<file path="src/rtl/q_update_unit_pkg.sv">
// Shared types and constants for the Q-learning temporal-difference update unit.
// Q_UPDATE_SAT_EN selects saturating rather than wrapping narrowing in q_update_unit and q_fxp_mul.
package q_pkg;

  localparam int Q_DATA_LENGTH     = 32;
  localparam int Q_KQFACTOR_LENGTH = 16;

  localparam logic [Q_DATA_LENGTH-1:0] Q_ONE     = 32'h0001_0000;
  localparam logic [Q_DATA_LENGTH-1:0] Q_SAT_MAX = 32'h7FFF_FFFF;
  localparam logic [Q_DATA_LENGTH-1:0] Q_SAT_MIN = 32'h8000_0000;

  localparam logic [1:0] ACT_LEFT  = 2'd0;
  localparam logic [1:0] ACT_UP    = 2'd1;
  localparam logic [1:0] ACT_RIGHT = 2'd2;
  localparam logic [1:0] ACT_DOWN  = 2'd3;

  typedef enum logic [2:0] {
    ST_IDLE  = 3'd0,
    ST_MAX1  = 3'd1,
    ST_MAX2  = 3'd2,
    ST_GMUL  = 3'd3,
    ST_TDERR = 3'd4,
    ST_AMUL  = 3'd5,
    ST_WRITE = 3'd6
  } q_state_e;

endpackage

</file>
<file path="src/rtl/q_update_unit_if.sv">
// Transition-in / Q-storage-write-out bundle of the update unit.
// master = transition source and storage side, slave = q_update_unit.
interface q_update_unit_if
  import q_pkg::*;
#(
  parameter int DATA_LENGTH = Q_DATA_LENGTH
);
  logic                     in_valid;
  logic                     in_ready;
  logic [1:0]               action;
  logic [DATA_LENGTH-1:0]   q_sa;
  logic [4*DATA_LENGTH-1:0] q_next;
  logic [DATA_LENGTH-1:0]   reward;
  logic [DATA_LENGTH-1:0]   alpha;
  logic [DATA_LENGTH-1:0]   gamma;
  logic                     terminal;
  logic                     w_en;
  logic [3:0]               action_decode;
  logic [DATA_LENGTH-1:0]   w_data;
  logic [1:0]               best_next_action;

  modport master (
    output in_valid, action, q_sa, q_next, reward, alpha, gamma, terminal,
    input  in_ready, w_en, action_decode, w_data, best_next_action
  );

  modport slave (
    input  in_valid, action, q_sa, q_next, reward, alpha, gamma, terminal,
    output in_ready, w_en, action_decode, w_data, best_next_action
  );
endinterface

</file>
<file path="src/rtl/q_update_unit_mul.sv">
// Signed fixed-point multiply: full product, arithmetic shift by the fraction width, narrow.
// Q_UPDATE_SAT_EN: saturate on overflow; otherwise keep the low bits (two's-complement wrap).
module q_fxp_mul
  import q_pkg::*;
#(
  parameter int DATA_LENGTH     = Q_DATA_LENGTH,
  parameter int KQFACTOR_LENGTH = Q_KQFACTOR_LENGTH
) (
  input  logic signed [DATA_LENGTH-1:0] a_i,
  input  logic signed [DATA_LENGTH-1:0] b_i,
  output logic signed [DATA_LENGTH-1:0] p_o
);

  logic signed [2*DATA_LENGTH-1:0] prod_s;
  logic signed [2*DATA_LENGTH-1:0] shifted_s;

  // Product scaled back to the Q format.
  always_comb begin
    prod_s    = a_i * b_i;
    shifted_s = prod_s >>> KQFACTOR_LENGTH;
  end

`ifdef Q_UPDATE_SAT_EN
  // In range only when every bit above the result's sign bit matches it.
  always_comb begin
    if ((&shifted_s[2*DATA_LENGTH-1:DATA_LENGTH-1]) || ~(|shifted_s[2*DATA_LENGTH-1:DATA_LENGTH-1])) begin
      p_o = shifted_s[DATA_LENGTH-1:0];
    end else if (shifted_s[2*DATA_LENGTH-1]) begin
      p_o = Q_SAT_MIN;
    end else begin
      p_o = Q_SAT_MAX;
    end
  end
`else
  logic unused_hi_s;
  assign unused_hi_s = ^shifted_s[2*DATA_LENGTH-1:DATA_LENGTH];
  assign p_o         = shifted_s[DATA_LENGTH-1:0];
`endif

endmodule

</file>
<file path="src/rtl/q_update_unit.sv">
// Q(s,a) <= Q(s,a) + alpha*(reward + gamma*max Q(s') - Q(s,a)), one transition per 7 cycles.
// Q_UPDATE_SAT_EN: saturating narrowing of every add/sub/mul; default wraps.
module q_update_unit
  import q_pkg::*;
#(
  parameter int DATA_LENGTH     = Q_DATA_LENGTH,
  parameter int KQFACTOR_LENGTH = Q_KQFACTOR_LENGTH
) (
  input  logic            clk,
  input  logic            reset,
  q_update_unit_if.slave  bus
);

  q_state_e state_q, state_d;

  logic [1:0]                action_q;
  logic [4*DATA_LENGTH-1:0]  q_next_q;
  logic signed [DATA_LENGTH-1:0] q_sa_q, reward_q, alpha_q, gamma_q;
  logic                      terminal_q;
  logic signed [DATA_LENGTH-1:0] max01_q, max23_q, max_q, g_q, td_q, w_data_q;
  logic [1:0]                idx01_q, idx23_q, best_q;
  logic                      w_en_q;
  logic [3:0]                decode_q;

  logic signed [DATA_LENGTH-1:0] lane_s [4];
  logic signed [DATA_LENGTH-1:0] mul_a_s, mul_b_s, mul_p_s;

  function automatic logic signed [DATA_LENGTH-1:0] add_n(input logic signed [DATA_LENGTH-1:0] a,
                                                          input logic signed [DATA_LENGTH-1:0] b);
`ifdef Q_UPDATE_SAT_EN
    logic signed [DATA_LENGTH:0] s;
    s = {a[DATA_LENGTH-1], a} + {b[DATA_LENGTH-1], b};
    if (s[DATA_LENGTH] != s[DATA_LENGTH-1]) begin
      add_n = s[DATA_LENGTH] ? Q_SAT_MIN : Q_SAT_MAX;
    end else begin
      add_n = s[DATA_LENGTH-1:0];
    end
`else
    add_n = a + b;
`endif
  endfunction

  function automatic logic signed [DATA_LENGTH-1:0] sub_n(input logic signed [DATA_LENGTH-1:0] a,
                                                          input logic signed [DATA_LENGTH-1:0] b);
`ifdef Q_UPDATE_SAT_EN
    logic signed [DATA_LENGTH:0] s;
    s = {a[DATA_LENGTH-1], a} - {b[DATA_LENGTH-1], b};
    if (s[DATA_LENGTH] != s[DATA_LENGTH-1]) begin
      sub_n = s[DATA_LENGTH] ? Q_SAT_MIN : Q_SAT_MAX;
    end else begin
      sub_n = s[DATA_LENGTH-1:0];
    end
`else
    sub_n = a - b;
`endif
  endfunction

  function automatic logic [3:0] one_hot(input logic [1:0] act);
    case (act)
      ACT_LEFT:  one_hot = 4'b0001;
      ACT_UP:    one_hot = 4'b0010;
      ACT_RIGHT: one_hot = 4'b0100;
      ACT_DOWN:  one_hot = 4'b1000;
      default:   one_hot = 4'b0000;
    endcase
  endfunction

  // Unpack the latched next-state lanes.
  always_comb begin
    for (int i = 0; i < 4; i++) begin
      lane_s[i] = q_next_q[i*DATA_LENGTH +: DATA_LENGTH];
    end
  end

  // One multiplier serves gamma*max in GMUL and alpha*td in AMUL.
  always_comb begin
    mul_a_s = alpha_q;
    mul_b_s = td_q;
    case (state_q)
      ST_GMUL: begin
        mul_a_s = gamma_q;
        mul_b_s = max_q;
      end
      default: begin
        mul_a_s = alpha_q;
        mul_b_s = td_q;
      end
    endcase
  end

  q_fxp_mul #(
    .DATA_LENGTH     (DATA_LENGTH),
    .KQFACTOR_LENGTH (KQFACTOR_LENGTH)
  ) u_mul (
    .a_i (mul_a_s),
    .b_i (mul_b_s),
    .p_o (mul_p_s)
  );

  // State register.
  always_ff @(posedge clk or posedge reset) begin
    if (reset) begin
      state_q <= ST_IDLE;
    end else begin
      state_q <= state_d;
    end
  end

  // Fixed pipeline walk; only IDLE waits on the handshake.
  always_comb begin
    state_d = state_q;
    case (state_q)
      ST_IDLE:  state_d = bus.in_valid ? ST_MAX1 : ST_IDLE;
      ST_MAX1:  state_d = ST_MAX2;
      ST_MAX2:  state_d = ST_GMUL;
      ST_GMUL:  state_d = ST_TDERR;
      ST_TDERR: state_d = ST_AMUL;
      ST_AMUL:  state_d = ST_WRITE;
      ST_WRITE: state_d = ST_IDLE;
      default:  state_d = ST_IDLE;
    endcase
  end

  // Datapath: operand capture and per-state results; ties keep the lower lane.
  always_ff @(posedge clk or posedge reset) begin
    if (reset) begin
      action_q   <= 2'd0;
      q_next_q   <= {(4*DATA_LENGTH){1'b0}};
      q_sa_q     <= {DATA_LENGTH{1'b0}};
      reward_q   <= {DATA_LENGTH{1'b0}};
      alpha_q    <= {DATA_LENGTH{1'b0}};
      gamma_q    <= {DATA_LENGTH{1'b0}};
      terminal_q <= 1'b0;
      max01_q    <= {DATA_LENGTH{1'b0}};
      max23_q    <= {DATA_LENGTH{1'b0}};
      max_q      <= {DATA_LENGTH{1'b0}};
      g_q        <= {DATA_LENGTH{1'b0}};
      td_q       <= {DATA_LENGTH{1'b0}};
      w_data_q   <= {DATA_LENGTH{1'b0}};
      idx01_q    <= 2'd0;
      idx23_q    <= 2'd0;
      best_q     <= 2'd0;
    end else begin
      case (state_q)
        ST_IDLE: begin
          if (bus.in_valid) begin
            action_q   <= bus.action;
            q_next_q   <= bus.q_next;
            q_sa_q     <= bus.q_sa;
            reward_q   <= bus.reward;
            alpha_q    <= bus.alpha;
            gamma_q    <= bus.gamma;
            terminal_q <= bus.terminal;
          end
        end
        ST_MAX1: begin
          max01_q <= (lane_s[0] >= lane_s[1]) ? lane_s[0] : lane_s[1];
          idx01_q <= (lane_s[0] >= lane_s[1]) ? 2'd0 : 2'd1;
          max23_q <= (lane_s[2] >= lane_s[3]) ? lane_s[2] : lane_s[3];
          idx23_q <= (lane_s[2] >= lane_s[3]) ? 2'd2 : 2'd3;
        end
        ST_MAX2: begin
          if (max01_q >= max23_q) begin
            best_q <= idx01_q;
            max_q  <= terminal_q ? {DATA_LENGTH{1'b0}} : max01_q;
          end else begin
            best_q <= idx23_q;
            max_q  <= terminal_q ? {DATA_LENGTH{1'b0}} : max23_q;
          end
        end
        ST_GMUL:  g_q      <= mul_p_s;
        ST_TDERR: td_q     <= sub_n(add_n(reward_q, g_q), q_sa_q);
        ST_AMUL:  w_data_q <= add_n(q_sa_q, mul_p_s);
        default: ;
      endcase
    end
  end

  // Write strobe and decode are registered so they are live exactly in WRITE.
  always_ff @(posedge clk or posedge reset) begin
    if (reset) begin
      w_en_q   <= 1'b0;
      decode_q <= 4'b0000;
    end else begin
      w_en_q   <= (state_q == ST_AMUL);
      decode_q <= (state_q == ST_AMUL) ? one_hot(action_q) : 4'b0000;
    end
  end

  assign bus.in_ready         = (state_q == ST_IDLE);
  assign bus.w_en             = w_en_q;
  assign bus.action_decode    = decode_q;
  assign bus.w_data           = w_data_q;
  assign bus.best_next_action = best_q;

endmodule

</file>
<file path="src/flat_wrapper.sv">
// flat-port wrapper written by rule: the top's interface ports become plain ports
module q_update_unit_flat import q_pkg::*;
#(
  parameter int DATA_LENGTH     = Q_DATA_LENGTH,
  parameter int KQFACTOR_LENGTH = Q_KQFACTOR_LENGTH
)
  (clk, reset, bus_in_valid, bus_action, bus_q_sa, bus_q_next, bus_reward, bus_alpha, bus_gamma, bus_terminal, bus_in_ready, bus_w_en, bus_action_decode, bus_w_data, bus_best_next_action);
  q_update_unit_if #(.DATA_LENGTH(DATA_LENGTH)) bus_i ();
  input  logic clk;
  input  logic reset;
  input wire logic [$bits(bus_i.in_valid)-1:0] bus_in_valid;
  input wire logic [$bits(bus_i.action)-1:0] bus_action;
  input wire logic [$bits(bus_i.q_sa)-1:0] bus_q_sa;
  input wire logic [$bits(bus_i.q_next)-1:0] bus_q_next;
  input wire logic [$bits(bus_i.reward)-1:0] bus_reward;
  input wire logic [$bits(bus_i.alpha)-1:0] bus_alpha;
  input wire logic [$bits(bus_i.gamma)-1:0] bus_gamma;
  input wire logic [$bits(bus_i.terminal)-1:0] bus_terminal;
  output wire logic [$bits(bus_i.in_ready)-1:0] bus_in_ready;
  output wire logic [$bits(bus_i.w_en)-1:0] bus_w_en;
  output wire logic [$bits(bus_i.action_decode)-1:0] bus_action_decode;
  output wire logic [$bits(bus_i.w_data)-1:0] bus_w_data;
  output wire logic [$bits(bus_i.best_next_action)-1:0] bus_best_next_action;
  assign bus_i.in_valid = bus_in_valid;
  assign bus_i.action = bus_action;
  assign bus_i.q_sa = bus_q_sa;
  assign bus_i.q_next = bus_q_next;
  assign bus_i.reward = bus_reward;
  assign bus_i.alpha = bus_alpha;
  assign bus_i.gamma = bus_gamma;
  assign bus_i.terminal = bus_terminal;
  assign bus_in_ready = bus_i.in_ready;
  assign bus_w_en = bus_i.w_en;
  assign bus_action_decode = bus_i.action_decode;
  assign bus_w_data = bus_i.w_data;
  assign bus_best_next_action = bus_i.best_next_action;
  q_update_unit #(.DATA_LENGTH(DATA_LENGTH), .KQFACTOR_LENGTH(KQFACTOR_LENGTH)) u_core (.clk(clk), .reset(reset), .bus(bus_i));
endmodule
</file>
<file path="config.mk">
export PLATFORM = sky130hd
export DESIGN_NAME = q_update_unit_flat
export DESIGN_NICKNAME = d
export VERILOG_FILES = /design/src/rtl/q_update_unit_pkg.sv /design/src/rtl/q_update_unit_if.sv /design/src/rtl/q_update_unit_mul.sv /design/src/rtl/q_update_unit.sv /design/src/flat_wrapper.sv
export SDC_FILE = /design/constraint.sdc
export NUM_CORES = 2
export LEC_CHECK = 0
export ABC_AREA = 1
export ABC_CLOCK_PERIOD_IN_PS = 18300
export BUFFER_PORTS_ARGS = -buffer_cell sky130_fd_sc_hd__buf_4
export CAP_MARGIN = 0
export CORE_ASPECT_RATIO = 0.75
export CORE_MARGIN = 5
export CORE_UTILIZATION = 30
export DETAILED_ROUTE_END_ITERATION = 10
export PLACE_DENSITY = 0.48
export SLEW_MARGIN = 20
export SYNTH_ARGS = -nofsm -noshare
export SYNTH_HDL_FRONTEND = slang
export SYNTH_SLANG_ARGS = --single-unit
</file>
<file path="constraint.sdc">
create_clock -name clk -period 18.3 [get_ports clk]
set_input_delay 1.83 -clock clk [delete_from_list [all_inputs] [get_ports clk]]
set_output_delay 1.83 -clock clk [all_outputs]
set_load 0.005 [all_outputs]
</file>
==> metrics.yaml <==
cts_hold_buf: 0
final_common_cell: "inv_1"
synth.distinct_cells: 52
synthFlopType: "dfrtp_1"
syn_area_mm2: 0.05386
cts_buffer_depth: 3
drv_slew: 0
yosysWarnings: 0
setup_viol: 0
first_global_vias: 44690
cp_slowest_cell: "o21ai_1"
grt_overflow: 0
initial_utilization: 0.3022
critPathKind: "flop to flop"
clock_sinks: 464
drc: 0
area_growth_pct: 12.41
synth-seq-cells: 464
hpwl_um: 159900
worstReg2RegEnd: "u_core.bus.w_data[27]"
synthArstFlopShare: 1.000
holdPathStages: 1
r2r_slack_ps: 6160
grt_setup_unrepaired: "false"
hold_end: "u_core.bus.action_decode[1]"
globalplace.congestion: 0.9563
drive_gt1_frac: 0.08946
clock_latency_ps: 680
min_period_ps: 12140
dr.pass1.iters: 6
grt_max_degree: 121
fmax_ghz: 0.08237
synth_edf_count: 0
grt.total_usage: 0.2061
min_path_type: "flop to flop"
r2r_start: "u_core.state_q[2]"
ys_seq_area_frac: 0.2156
crit_top_cell: "fa_1"
grt_pass1_wl_um: 292500
fin_area_mm2: 0.06055
max_stage_delay_ps: 880
numCtsBuffers: 51
setup_tns_ps: 0
postCtsResizedCells: 0
syn_nets: 7903
port_buffers: 301
die_area_mm2: 0.1882
io_pins: 302
relSlewSlack: 0.2096
cp_max_fo: 63
cap_violations: 0
clk_pin_slew_ps: 70
die_h_um: 377.0
cp-end-kind: "flop"
holdCritStartpoint: "u_core.action_q[1]"
cts_max_level: 2
final-hold-violation-count: 0
finalCritPeriodShare: 0.6634
cts-root-buf: "clkbuf_16"
nFillCells: 18780
placed_area_mm2: 0.05878
final_cell_mix: "1,353 x inv_1, 1,080 x nand2_1, 881 x nor2_1, 870 x fa_1, 464 x dfrtp_1"
grt_antenna_before_repair: 8
postSynthCellCount: 6449
skew_ps: 62.18
die_w_um: 499.3
cts_tree: "built"
dpl.cell_count: 8955
reg2regPathDepth: 38
final_cells: 9045
drtAntennaViolNets: 0
drtIter0Drc: 3582
start_kind: "flop"
viasPerCell: 4.796
rows: 134
cts_setup_buffers: 0
cp.arrival_ps: 12730
avgSynthCellArea_um2: 8.352
wl_um: 194500
route.vias.total: 43380
worst_pin_slew_ps: 1184
core_mm2: 0.1782
status: "finished, final reports clean"
crit_required_ps: 18890
final_nets: 8082
wire_per_inst_um: 21.51
worst max-delay path: cells and delay by family, from the launching register on:
| kind | cells | cell delay [ps] |
|---|---|---|
| buf+inv | 7 | 1720 |
| compound gates | 9 | 2910 |
| flops | 1 | 540 |
| fa+ha+maj | 10 | 4720 |
| simple gates | 11 | 1870 |
| xor+xnor | 1 | 240 |
metal layers:
metal / global-route usage / wire length [µm] / vias up / share of wire
met5: 0 / 13 / - / 0.000067
met4: 0.04076 / 4264 / 2 / 0.022
met3: 0.04391 / 15400 / 210 / 0.079
met2: 0.3056 / 82030 / 1419 / 0.42
met1: 0.3096 / 92840 / 21940 / 0.48
li1: - / - / 19810 / -
layout make-up:
cell class	instances	area (µm²)	share of cell area
antenna	3	7.507	0.0001240
clock buffer	70	1438	0.02374
clock inverter	17	325.3	0.005373
inverter	1378	5185	0.08564
multi-input combinational	4350	36130	0.5967
sequential	464	11610	0.1918
tap	2380	2978	0.04918
timing repair buffer	383	2875	0.04749
cell families after synthesis:
family | after synthesis | synth area share
compound gates | 844 | 0.08567
xor+xnor | 74 | 0.01231
fa+ha+maj | 1192 | 0.3982
buf+inv | 1635 | 0.1153
flops | 464 | 0.2156
mux | 63 | 0.01317
simple gates | 2177 | 0.1598
registers in the layout, indices dropped and copies added, names as in the netlist, 3 cells and up:
register	count
u_core.max_q	32
u_core.alpha_q	32
u_core.q_next_q	128
u_core.q_sa_q	32
u_core.reward_q	32
u_core.max23_q	32
u_core.max01_q	32
u_core.g_q	32
u_core.bus.action_decode	4
u_core.td_q	32
u_core.gamma_q	32
u_core.state_q	3
u_core.bus.w_data	32
Yosys cell counts (all sizes together), types with 17 or more instances:
library cell | instances | share of area
nor2 | 886 | 0.062
inv | 1361 | 0.095
fa | 870 | 0.32
buf | 40 | 0.0041
xor2 | 44 | 0.0073
clkinv | 17 | 0.0012
o22ai | 32 | 0.0037
mux2 | 63 | 0.013
clkbuf | 217 | 0.015
xnor2 | 30 | 0.0050
nand4 | 32 | 0.0037
dfrtp | 464 | 0.22
a31oi | 17 | 0.0020
nand2 | 1092 | 0.077
nand3 | 80 | 0.0078
a21oi | 415 | 0.039
or2 | 21 | 0.0024
o211ai | 43 | 0.0060
o21ai | 278 | 0.027
nor3 | 34 | 0.0032
nand3b | 17 | 0.0024
ha | 322 | 0.075
worst max-delay path by stage:
stage | from | endpoint | depth (start not counted)
after CTS | u_core.state_q[2] | u_core.bus.w_data[27] | 38
after global placement | u_core.state_q[2] | u_core.bus.w_data[27] | 38
final | u_core.state_q[2] | u_core.bus.w_data[27] | 38
after floorplan | reset | u_core.action_q[0] | 1
after global routing | u_core.state_q[2] | u_core.bus.w_data[27] | 38
after detailed placement | u_core.state_q[2] | u_core.bus.w_data[27] | 38
metrics by stage:
| step | util | hold slack [ps] | worst slack, ps |
|---|---|---|---|
| finish | 0.3397 | 456.9 | 6160 |
| detailed placement | 0.3298 | 447.4 | 6059 |
| global route | 0.3397 | 477.5 | 5349 |
| global placement | 0.3298 | 447.1 | 6360 |
| floorplan | - | 432.1 | 3531 |
| CTS | 0.3397 | 456.8 | 6056 |
Power is left out: the tool's default activity adds up to more than one toggle a clock period on the data nets, which glitch-free logic cannot reach.
